$ cat config.mk
export PLATFORM = sky130hd
export DESIGN_NAME = uv_debounce
export DESIGN_NICKNAME = d
export VERILOG_FILES = /design/src/rtl/uv_debounce_pkg.sv /design/src/rtl/uv_debounce_bit.sv /design/src/rtl/uv_debounce.sv
export SDC_FILE = /design/constraint.sdc
export NUM_CORES = 1
export LEC_CHECK = 0
export ABC_AREA = 1
export CAP_MARGIN = 0
export CORE_ASPECT_RATIO = 0.8
export CORE_MARGIN = 2
export CORE_UTILIZATION = 40
export CTS_CLUSTER_SIZE = 40
export DETAILED_ROUTE_END_ITERATION = 10
export SLEW_MARGIN = 20
export SYNTH_ARGS = -nofsm -noshare
export SYNTH_HDL_FRONTEND = slang
export SYNTH_HIERARCHICAL = 1
export SYNTH_SLANG_ARGS = --single-unit
$ cat constraint.sdc
create_clock -name clk -period 1.5 [get_ports clk]
set_input_delay 0.3 -clock clk [delete_from_list [all_inputs] [get_ports clk]]
set_output_delay 0.3 -clock clk [all_outputs]
set_load 0.02 [all_outputs]
$ cat src/rtl/uv_debounce_pkg.sv
// Shared helpers for the misc I/O blocks: ceiling-log2 for register sizing and the unit delay.
package uv_debounce_pkg;

    localparam int UDLY = 1;

    // Never returns less than 1, so a count range of 1 still gets a real register bit.
    function automatic int uv_clog2(input int value);
        int result;
        result = 1;
        while ((1 << result) < value) begin
            result = result + 1;
        end
        return result;
    endfunction

endpackage

$ cat src/rtl/uv_debounce_bit.sv
// One debounced bit: consecutive-sample counter, filtered level, registered rise/fall pulses.
// Level updates on the tick that completes DEB_CNT differing samples; bypass follows i_in after 1 cycle.
module uv_debounce_bit
    import uv_debounce_pkg::*;
#(
    parameter int   DEB_CNT = 4,
    parameter logic RST_VAL = 1'b0
) (
    input  logic clk,
    input  logic rst_n,
    input  logic i_deb_en,
    input  logic i_tick,
    input  logic i_in,
    output logic o_out,
    output logic o_rise,
    output logic o_fall
);

    localparam int            CW      = uv_clog2(DEB_CNT);
    localparam logic [CW-1:0] CNT_MAX = CW'(DEB_CNT - 1);

    logic [CW-1:0] r_cnt;
    logic [CW-1:0] w_cnt_nxt;
    logic          r_out;
    logic          w_out_nxt;
    logic          r_rise;
    logic          r_fall;

    always_comb begin
        w_cnt_nxt = r_cnt;
        w_out_nxt = r_out;
        if (!i_deb_en) begin
            w_cnt_nxt = '0;
            w_out_nxt = i_in;
        end else if (i_tick) begin
            if (i_in == r_out) begin
                w_cnt_nxt = '0;
            end else if (r_cnt == CNT_MAX) begin
                w_out_nxt = i_in;
                w_cnt_nxt = '0;
            end else begin
                w_cnt_nxt = r_cnt + 1'b1;
            end
        end
    end

    // Pulses come from the next level so they line up with the first cycle o_out shows it.
    always_ff @(posedge clk or negedge rst_n) begin
        if (!rst_n) begin
            r_cnt  <= '0;
            r_out  <= RST_VAL;
            r_rise <= 1'b0;
            r_fall <= 1'b0;
        end else begin
            r_cnt  <= w_cnt_nxt;
            r_out  <= w_out_nxt;
            r_rise <= w_out_nxt & ~r_out;
            r_fall <= ~w_out_nxt & r_out;
        end
    end

    assign o_out  = r_out;
    assign o_rise = r_rise;
    assign o_fall = r_fall;

endmodule

$ cat src/rtl/uv_debounce.sv
// Per-bit debouncer and edge detector behind the synchronizer; shared prescaler feeds one tick to all bits.
// Accepts a stable change within DEB_CNT*PRESCALE + PRESCALE-1 cycles; bypass (deb_en=0) is 1 cycle.
module uv_debounce
    import uv_debounce_pkg::*;
#(
    parameter int               WIDTH    = 1,
    parameter int               PRESCALE = 1000,
    parameter int               DEB_CNT  = 4,
    parameter logic [WIDTH-1:0] RST_VAL  = {WIDTH{1'b0}}
) (
    input  logic             clk,
    input  logic             rst_n,
    input  logic             deb_en,
    input  logic [WIDTH-1:0] in,
    output logic [WIDTH-1:0] out,
    output logic [WIDTH-1:0] rise,
    output logic [WIDTH-1:0] fall,
    output logic             chg
);

    localparam int            PW      = uv_clog2(PRESCALE);
    localparam logic [PW-1:0] PRE_MAX = PW'(PRESCALE - 1);

    logic [PW-1:0] r_pre_cnt;
    logic          w_tick;

    assign w_tick = (r_pre_cnt == PRE_MAX);

    // Held at zero while bypassed so re-enable always starts a full sample period.
    always_ff @(posedge clk or negedge rst_n) begin
        if (!rst_n) begin
            r_pre_cnt <= '0;
        end else if (!deb_en || w_tick) begin
            r_pre_cnt <= '0;
        end else begin
            r_pre_cnt <= r_pre_cnt + 1'b1;
        end
    end

    for (genvar g = 0; g < WIDTH; g++) begin : g_bit
        uv_debounce_bit #(
            .DEB_CNT (DEB_CNT),
            .RST_VAL (RST_VAL[g])
        ) u_bit (
            .clk      (clk),
            .rst_n    (rst_n),
            .i_deb_en (deb_en),
            .i_tick   (w_tick),
            .i_in     (in[g]),
            .o_out    (out[g]),
            .o_rise   (rise[g]),
            .o_fall   (fall[g])
        );
    end

    assign chg = |(rise | fall);

endmodule
==> results of run 1 <==
[worst max-delay path: cells and delay by family (launching register included)]
family        cells  cell delay [ns]
buf+inv           4             0.33
fa+ha+maj         1             0.19
flops             1             0.37
simple gates      6             0.48
[kinds of logic (layout without fill, tap and decap cells)]
| family | Yosys count | count (layout) | share of synthesized area [%] |
|---|---|---|---|
| xor+xnor | 2 | 2 | 2.19 |
| fa+ha+maj | 2 | 2 | 3.12 |
| buf+inv | 18 | 35 | 8.44 |
| flops | 15 | 15 | 46.9 |
| simple gates | 69 | 69 | 37.7 |
| compound gates | 2 | 2 | 1.72 |
[area by class of cell]
class | count | area (sq um)
timing repair buffer | 13 | 106
fill | 198 | 890
inverter | 18 | 67.6
multi-input combinational | 75 | 395
tap | 24 | 30.0
clock buffer | 4 | 26.3
sequential | 15 | 377
[through the flow]
| step | power [mW] | cell area, sq um | setup slack, ns | hold slack (ns) |
|---|---|---|---|---|
| after floorplan | 0.468 | 801 | 0.0375 | 0.00441 |
| after global placement | 0.510 | 938 | 0.0392 | 0.471 |
| after detailed placement | 0.512 | 938 | 0.0320 | 0.476 |
| after CTS | 0.735 | 962 | 0.00440 | 0.324 |
| after global routing | 0.773 | 1000 | -0.0973 | 0.364 |
| final | 0.725 | 1000 | 0.0346 | 0.325 |
[final timing paths]
path / startpoint / cells after the start / slack [ns] / to
min in group clk: g_bit[0].u_bit/r_cnt[1]$_DFFE_PN0P_ / 2 / 0.49 / g_bit[0].u_bit/r_cnt[1]$_DFFE_PN0P_
setup / recovery: r_pre_cnt[1]$_DFF_PN0_ / 11 / 0.03 / g_bit[0].u_bit/r_cnt[1]$_DFFE_PN0P_
hold / removal: rst_n / 2 / 0.33 / r_pre_cnt[6]$_DFF_PN0_
hold reg to reg: g_bit[0].u_bit/r_cnt[1]$_DFFE_PN0P_ / 2 / 0.49 / g_bit[0].u_bit/r_cnt[1]$_DFFE_PN0P_
max in group asynchronous: rst_n / 2 / 0.97 / r_pre_cnt[5]$_DFF_PN0_
setup reg to reg: r_pre_cnt[1]$_DFF_PN0_ / 11 / 0.03 / g_bit[0].u_bit/r_cnt[1]$_DFFE_PN0P_
[sequential cells by signal (all words and copies together) (netlist names)]
name,count
g_bit.u_bit/o_out,1
g_bit.u_bit/r_cnt,2
g_bit.u_bit/o_fall,1
g_bit.u_bit/o_rise,1
r_pre_cnt,10
[cell usage after synthesis]
library cell,count,share of area (%)
nand3_2,1,1.3
nand4_1,2,1.6
ha_1,2,3.1
nand2_1,36,17
xor2_1,2,2.2
dfrtp_1,15,47
nor2_1,18,8.4
nor2_4,2,2.8
or2_2,1,0.78
inv_2,2,0.94
a21oi_2,1,1.1
o21ai_0,1,0.62
nor3_1,2,1.3
nand2_2,2,1.6
nand3_1,5,3.1
inv_1,16,7.5
[power breakdown]
part	switching, mW	leakage [nW]	internal [mW]	total, mW
logic	0.0481	0.292	0.0317	0.0798
clock network	0.120	0.0150	0.103	0.223
registers	0.00708	0.201	0.415	0.422
total	0.175	0.507	0.550	0.725
[per-layer routing]
metal | up-vias | share of wire [%] | track usage, %
li1 | 358 | - | -
met3 | 2 | 6.3 | 6.08
met1 | 318 | 48 | 22.4
met5 | - | 0 | 0
met4 | 0 | 0.75 | 3.00
met2 | 15 | 45 | 22.9
[timing repair]
item | in CTS | in global routing
endpoints found under the hold margin | 0 | 0
hold buffers | 0 | 0
endpoints found under the setup margin | 4 | 4
gates cloned | 0 | 0
resized for setup | 6 | 14
buffers inserted | 0 | 1
pin swaps | 0 | 4
==> run summary, run 1 <==
Mapped Avg Cell Area: 7.41 sq um
# diodes: 0
Relative slew slack: 82.0%
Row cnt: 14
#FFs+latches synth: 15
CTS clk-pin slew, worst paths: 0.08 ns
Pin count of the biggest net entering global routing: 16
Yosys cell types: 16
Initial antenna violation count: 0
Via/cell ratio: 4.65
Setup Crit Path Kind: reg2reg
Status: complete, no violations
Number of DRC markers in iteration 0: 9
First-pass GRT wire length: 2.66 mm
CP cell instances: ha_2 > nand2_2 > inv_2 > nand2_2 > nor3_2 > buf_4 > inv_2 > nand2_2 > inv_2 > nand2_1 > nand2_1
Max Fclk: 682 MHz
Synth warn: 6
Commonest non-fill, non-tap cell in the layout: nand2_1
Synth-to-layout area growth: 25.2%
Grt total ovfl: 0
Max IR drop VDD: 0.551 mV
GP Congestion: 0.798
Final setup viols: 0
CTS H-Tree Depth: 1
Fin. max-slew vios: 0
Slowest cell on crit path: dfrtp_1
CP peak stage delay: 0.37 ns
Final period util: 97.7%
Final std cells w/o fill: 149
DRC: 0
Die outline width: 54.0 um
Hpwl dp: 1.08 mm
Routed Antenna Nets: 0
WP data required: 1.67 ns
Inst Count DP: 144
CP Launch Type: flip-flop
Clk_skew: 0.00479 ns
DR WL/cell: 9.86 um
Layout cells sized above 1: 24.8%
Pwr Density: 724 mW/mm^2
Most frequent cells in the layout: nand2_1 (31), nor2_1 (18), inv_1 (14), dfrtp_1 (14), nand2_2 (7)
Leakage: 0.507 nW
Layout Utilization: 53.0%
Die area: 0.00238 sq mm
TritonCTS buffer count: 3
Clock sinks: 15
Maximum Capacitance Violations: 0
Final hold vios: 0
Register area share after synthesis: 46.9%
CTS tree: done
Wirelength, routed: 1.47 mm
Worst slew pin tran: 0.269 ns
Port bufs: 7
Die Span Y: 44.0 um
Number of global-route vias before repair: 613
I/O pins: 8
Gate Count Post-Synth: 108
Crit end category: flip-flop
Min-Delay Path Class: in2async
Vias: 693
Starting Density: 42.3%
Core area: 0.00189 sq mm
Root buffer cell: clkbuf_4
Crit path DAT: 1.64 ns
Synth Net Count: 114
Clock Tree Buf Depth: 2
DR pass1 iterations: 4
CP Max Fanout: 4
Mapped cell area: 801 sq um
Setup TNS: 0 ns
Total GRT Usage: 15.7%
Final min period: 1.47 ns
Post-layout net count: 132
Skew-Pair Late Insertion Delay: 0.28 ns
RSZ-0062 raised after global routing: true
Note: power is estimated with default switching activity, not from simulation.
==> inputs of run 2 (changes only) <==
PLACE_DENSITY = 0.67   (was unset)
SYNTH_HIERARCHICAL = unset   (was 1)
==> run 2 against run 1 <==
Cell count is 17% lower; sequential cell count stayed put; global-route usage decreased by 0.49 points; wire length shrank 6.5%; synthesized cell count fell by 19%; clock skew barely moved; core utilization down 0.46 points; first-iteration DRC count decreased by 22%; worst hold slack better by 0.0011 ns; highest routed layer unchanged.
==> run summary, run 2 <==
Setup Crit Path Kind: reg2out
Largest register FFs: 10
Clock Tree Buf Depth: 2
Crit path DAT: 1.09 ns
First-pass GRT wire length: 2.44 mm
DR pass1 iterations: 4
Die area: 0.00222 sq mm
DRC: 0
CTS clk-pin slew, worst paths: 0.09 ns
Fin. max-slew vios: 0
Crit end category: output port
Max Fclk: 720 MHz
TritonCTS buffer count: 3
# diodes: 0
Reg2reg start: r_pre_cnt[0]$_DFF_PN0_
Final period util: 92.6%
Layout Utilization: 52.5%
Core area: 0.00169 sq mm
Internal: 0.556 mW
WP data required: 1.20 ns
Ys flop type: dfrtp_1
Final min period: 1.39 ns
#FFs+latches synth: 15
Root buffer cell: clkbuf_4
Synth Net Count: 93
CTS H-Tree Depth: 1
R2R Path End: r_pre_cnt[6]$_DFF_PN0_
Asr flop ratio synth: 100%
Via/cell ratio: 4.77
Most frequent cell after synthesis: nand2_1
Number of flops mapped to enable cells by yosys: 0
Layout cells sized above 1: 19.6%
Number of global-route vias before repair: 568
Final setup viols: 0
Sw frac: 25.4%
Initial antenna violation count: 0
Mapped Avg Cell Area: 8.54 sq um
Pwr Density: 839 mW/mm^2
Sequential share of power: 56.6%
CP Max Fanout: 2
I/O pins: 8
Row cnt: 13
Hpwl dp: 1.03 mm
Final std cells w/o fill: 124
Min-Delay Path Class: in2async
Starting Density: 43.9%
Mapped cell area: 743 sq um
Inst Count DP: 118
Post-synth top area cell: dfrtp_1
CP Launch Type: flip-flop
Clock sinks: 15
Crit path launch: g_bit[0].u_bit.o_fall$_DFF_PN0_
Fillers: 165
Relative slew slack: 84.1%
Setup TNS: 0 ns
Synth warn: 0
Power Total: 0.745 mW
Post-layout net count: 109
Register area share after synthesis: 50.5%
Maximum Capacitance Violations: 0
Port bufs: 7
Flop2flop setup slack: 0.12 ns
Yosys cell types: 21
Worst hold slack: 0.326 ns
Clk pwr share: 31.6%
Final hold vios: 0
Vias: 591
Pin count of the biggest net entering global routing: 16
Clk_skew: 0.00481 ns
Synth-to-layout area growth: 19.5%
GP Congestion: 0.737
Commonest non-fill, non-tap cell in the layout: nand2_1
Die Span Y: 42.6 um
Number of DRC markers in iteration 0: 7
Grt total ovfl: 0
Die outline width: 52.2 um
DR WL/cell: 11.1 um
Total GRT Usage: 15.2%
Biggest regs: r_pre_cnt: 10 flops, g_bit.u_bit.r_cnt: 2 flops
Total net switching power: 0.189 mW
Wirelength, routed: 1.37 mm
Reg2Reg Depth: 7
Skew-Pair Late Insertion Delay: 0.28 ns
Most frequent cells in the layout: nand2_1 (19), nor2_1 (17), dfrtp_1 (15)
Biggest register: r_pre_cnt
Leakage: 0.470 nW
Synth cell count leaders: nand2_1 (19), nor2_1 (17), dfrtp_1 (15)
Gate Count Post-Synth: 87
RSZ-0062 raised after global routing: false
Status: complete, no violations
Max IR drop VDD: 0.528 mV
Gate power share: 11.7%
Synth top area share: 50.5%
Routed Antenna Nets: 0
Worst slew pin tran: 0.237 ns
Largest cells by area after synthesis: dfrtp_1 (51%), nand2_1 (9.6%), nor2_1 (8.6%)
CTS tree: done
==> run 2: power by group through the flow <==
| stage | sequential (mW) | combinational [mW] | clock [mW] |
|---|---|---|---|
| after floorplan | 0.439 | 0.0334 | 0 |
| after global placement | 0.430 | 0.0889 | 0 |
| after detailed placement | 0.431 | 0.0912 | 0 |
| after CTS | 0.422 | 0.0872 | 0.242 |
| after global routing | 0.424 | 0.0984 | 0.260 |
| final | 0.422 | 0.0875 | 0.236 |
==> run 2: layout make-up <==
| class | count | area, sq um | area share (%) |
|---|---|---|---|
| sequential | 15 | 375 | 42.3 |
| multi-input combinational | 62 | 330 | 37.2 |
| timing repair buffer | 11 | 91.3 | 10.3 |
| inverter | 10 | 37.5 | 4.23 |
| tap | 22 | 27.5 | 3.10 |
| clock buffer | 4 | 26.3 | 2.96 |
==> run 2: timing repair <==
item | CTS | global route
setup buffers | 0 | 2
pin swaps | 0 | 1
hold endpoints to repair | 0 | 0
setup endpoints to repair | 4 | 3
resized for setup | 6 | 1
hold buffers | 0 | 0
==> run 2: per-layer routing <==
| layer | part of all wire, % | vias up | wire, um | track usage, % |
|---|---|---|---|---|
| li1 | - | 306 | - | - |
| met1 | 51 | 274 | 694 | 20.2 |
| met2 | 43 | 9 | 597 | 22.3 |
| met3 | 5.2 | 2 | 71 | 7.50 |
| met4 | 0.73 | 0 | 10 | 3.08 |
| met5 | 0 | - | 0 | 0 |
==> run 2: logic make-up after synthesis <==
group                    Yosys count  synth area share [%]
flip-flops                        15                  50.5
adder cells (fa/ha/maj)            2                  3.37
AND/OR/NAND/NOR                   53                  34.2
AO/OA/AOI/OAI                      5                  4.55
XOR/XNOR                           2                  2.36
buffers and inverters             10                  5.05
==> run 2: through the flow <==
stage	cell area, sq um	setup WS, ns
finish	888	0.111
global route	888	0.0124
CTS	880	0.00141
detailed placement	856	0.0318
global placement	856	0.0363
floorplan	743	0.296
==> run 2: worst max-delay path by stage <==
stage / endpoint / cells past startpoint / slack [ns]
after global placement: chg / 2 / 0.04
final: chg / 2 / 0.11
after CTS: chg / 2 / 0.001
after global routing: g_bit[0].u_bit.r_cnt[1]$_DFFE_PN0P_ / 8 / 0.01
after detailed placement: chg / 2 / 0.03
after floorplan: g_bit[0].u_bit.o_out$_DFF_PN0_ / 8 / 0.30
==> run 2: worst max-delay path, stage by stage (launching register included) <==
cell     delay, ns
dfrtp_1       0.37
or2_2         0.28
buf_2         0.16
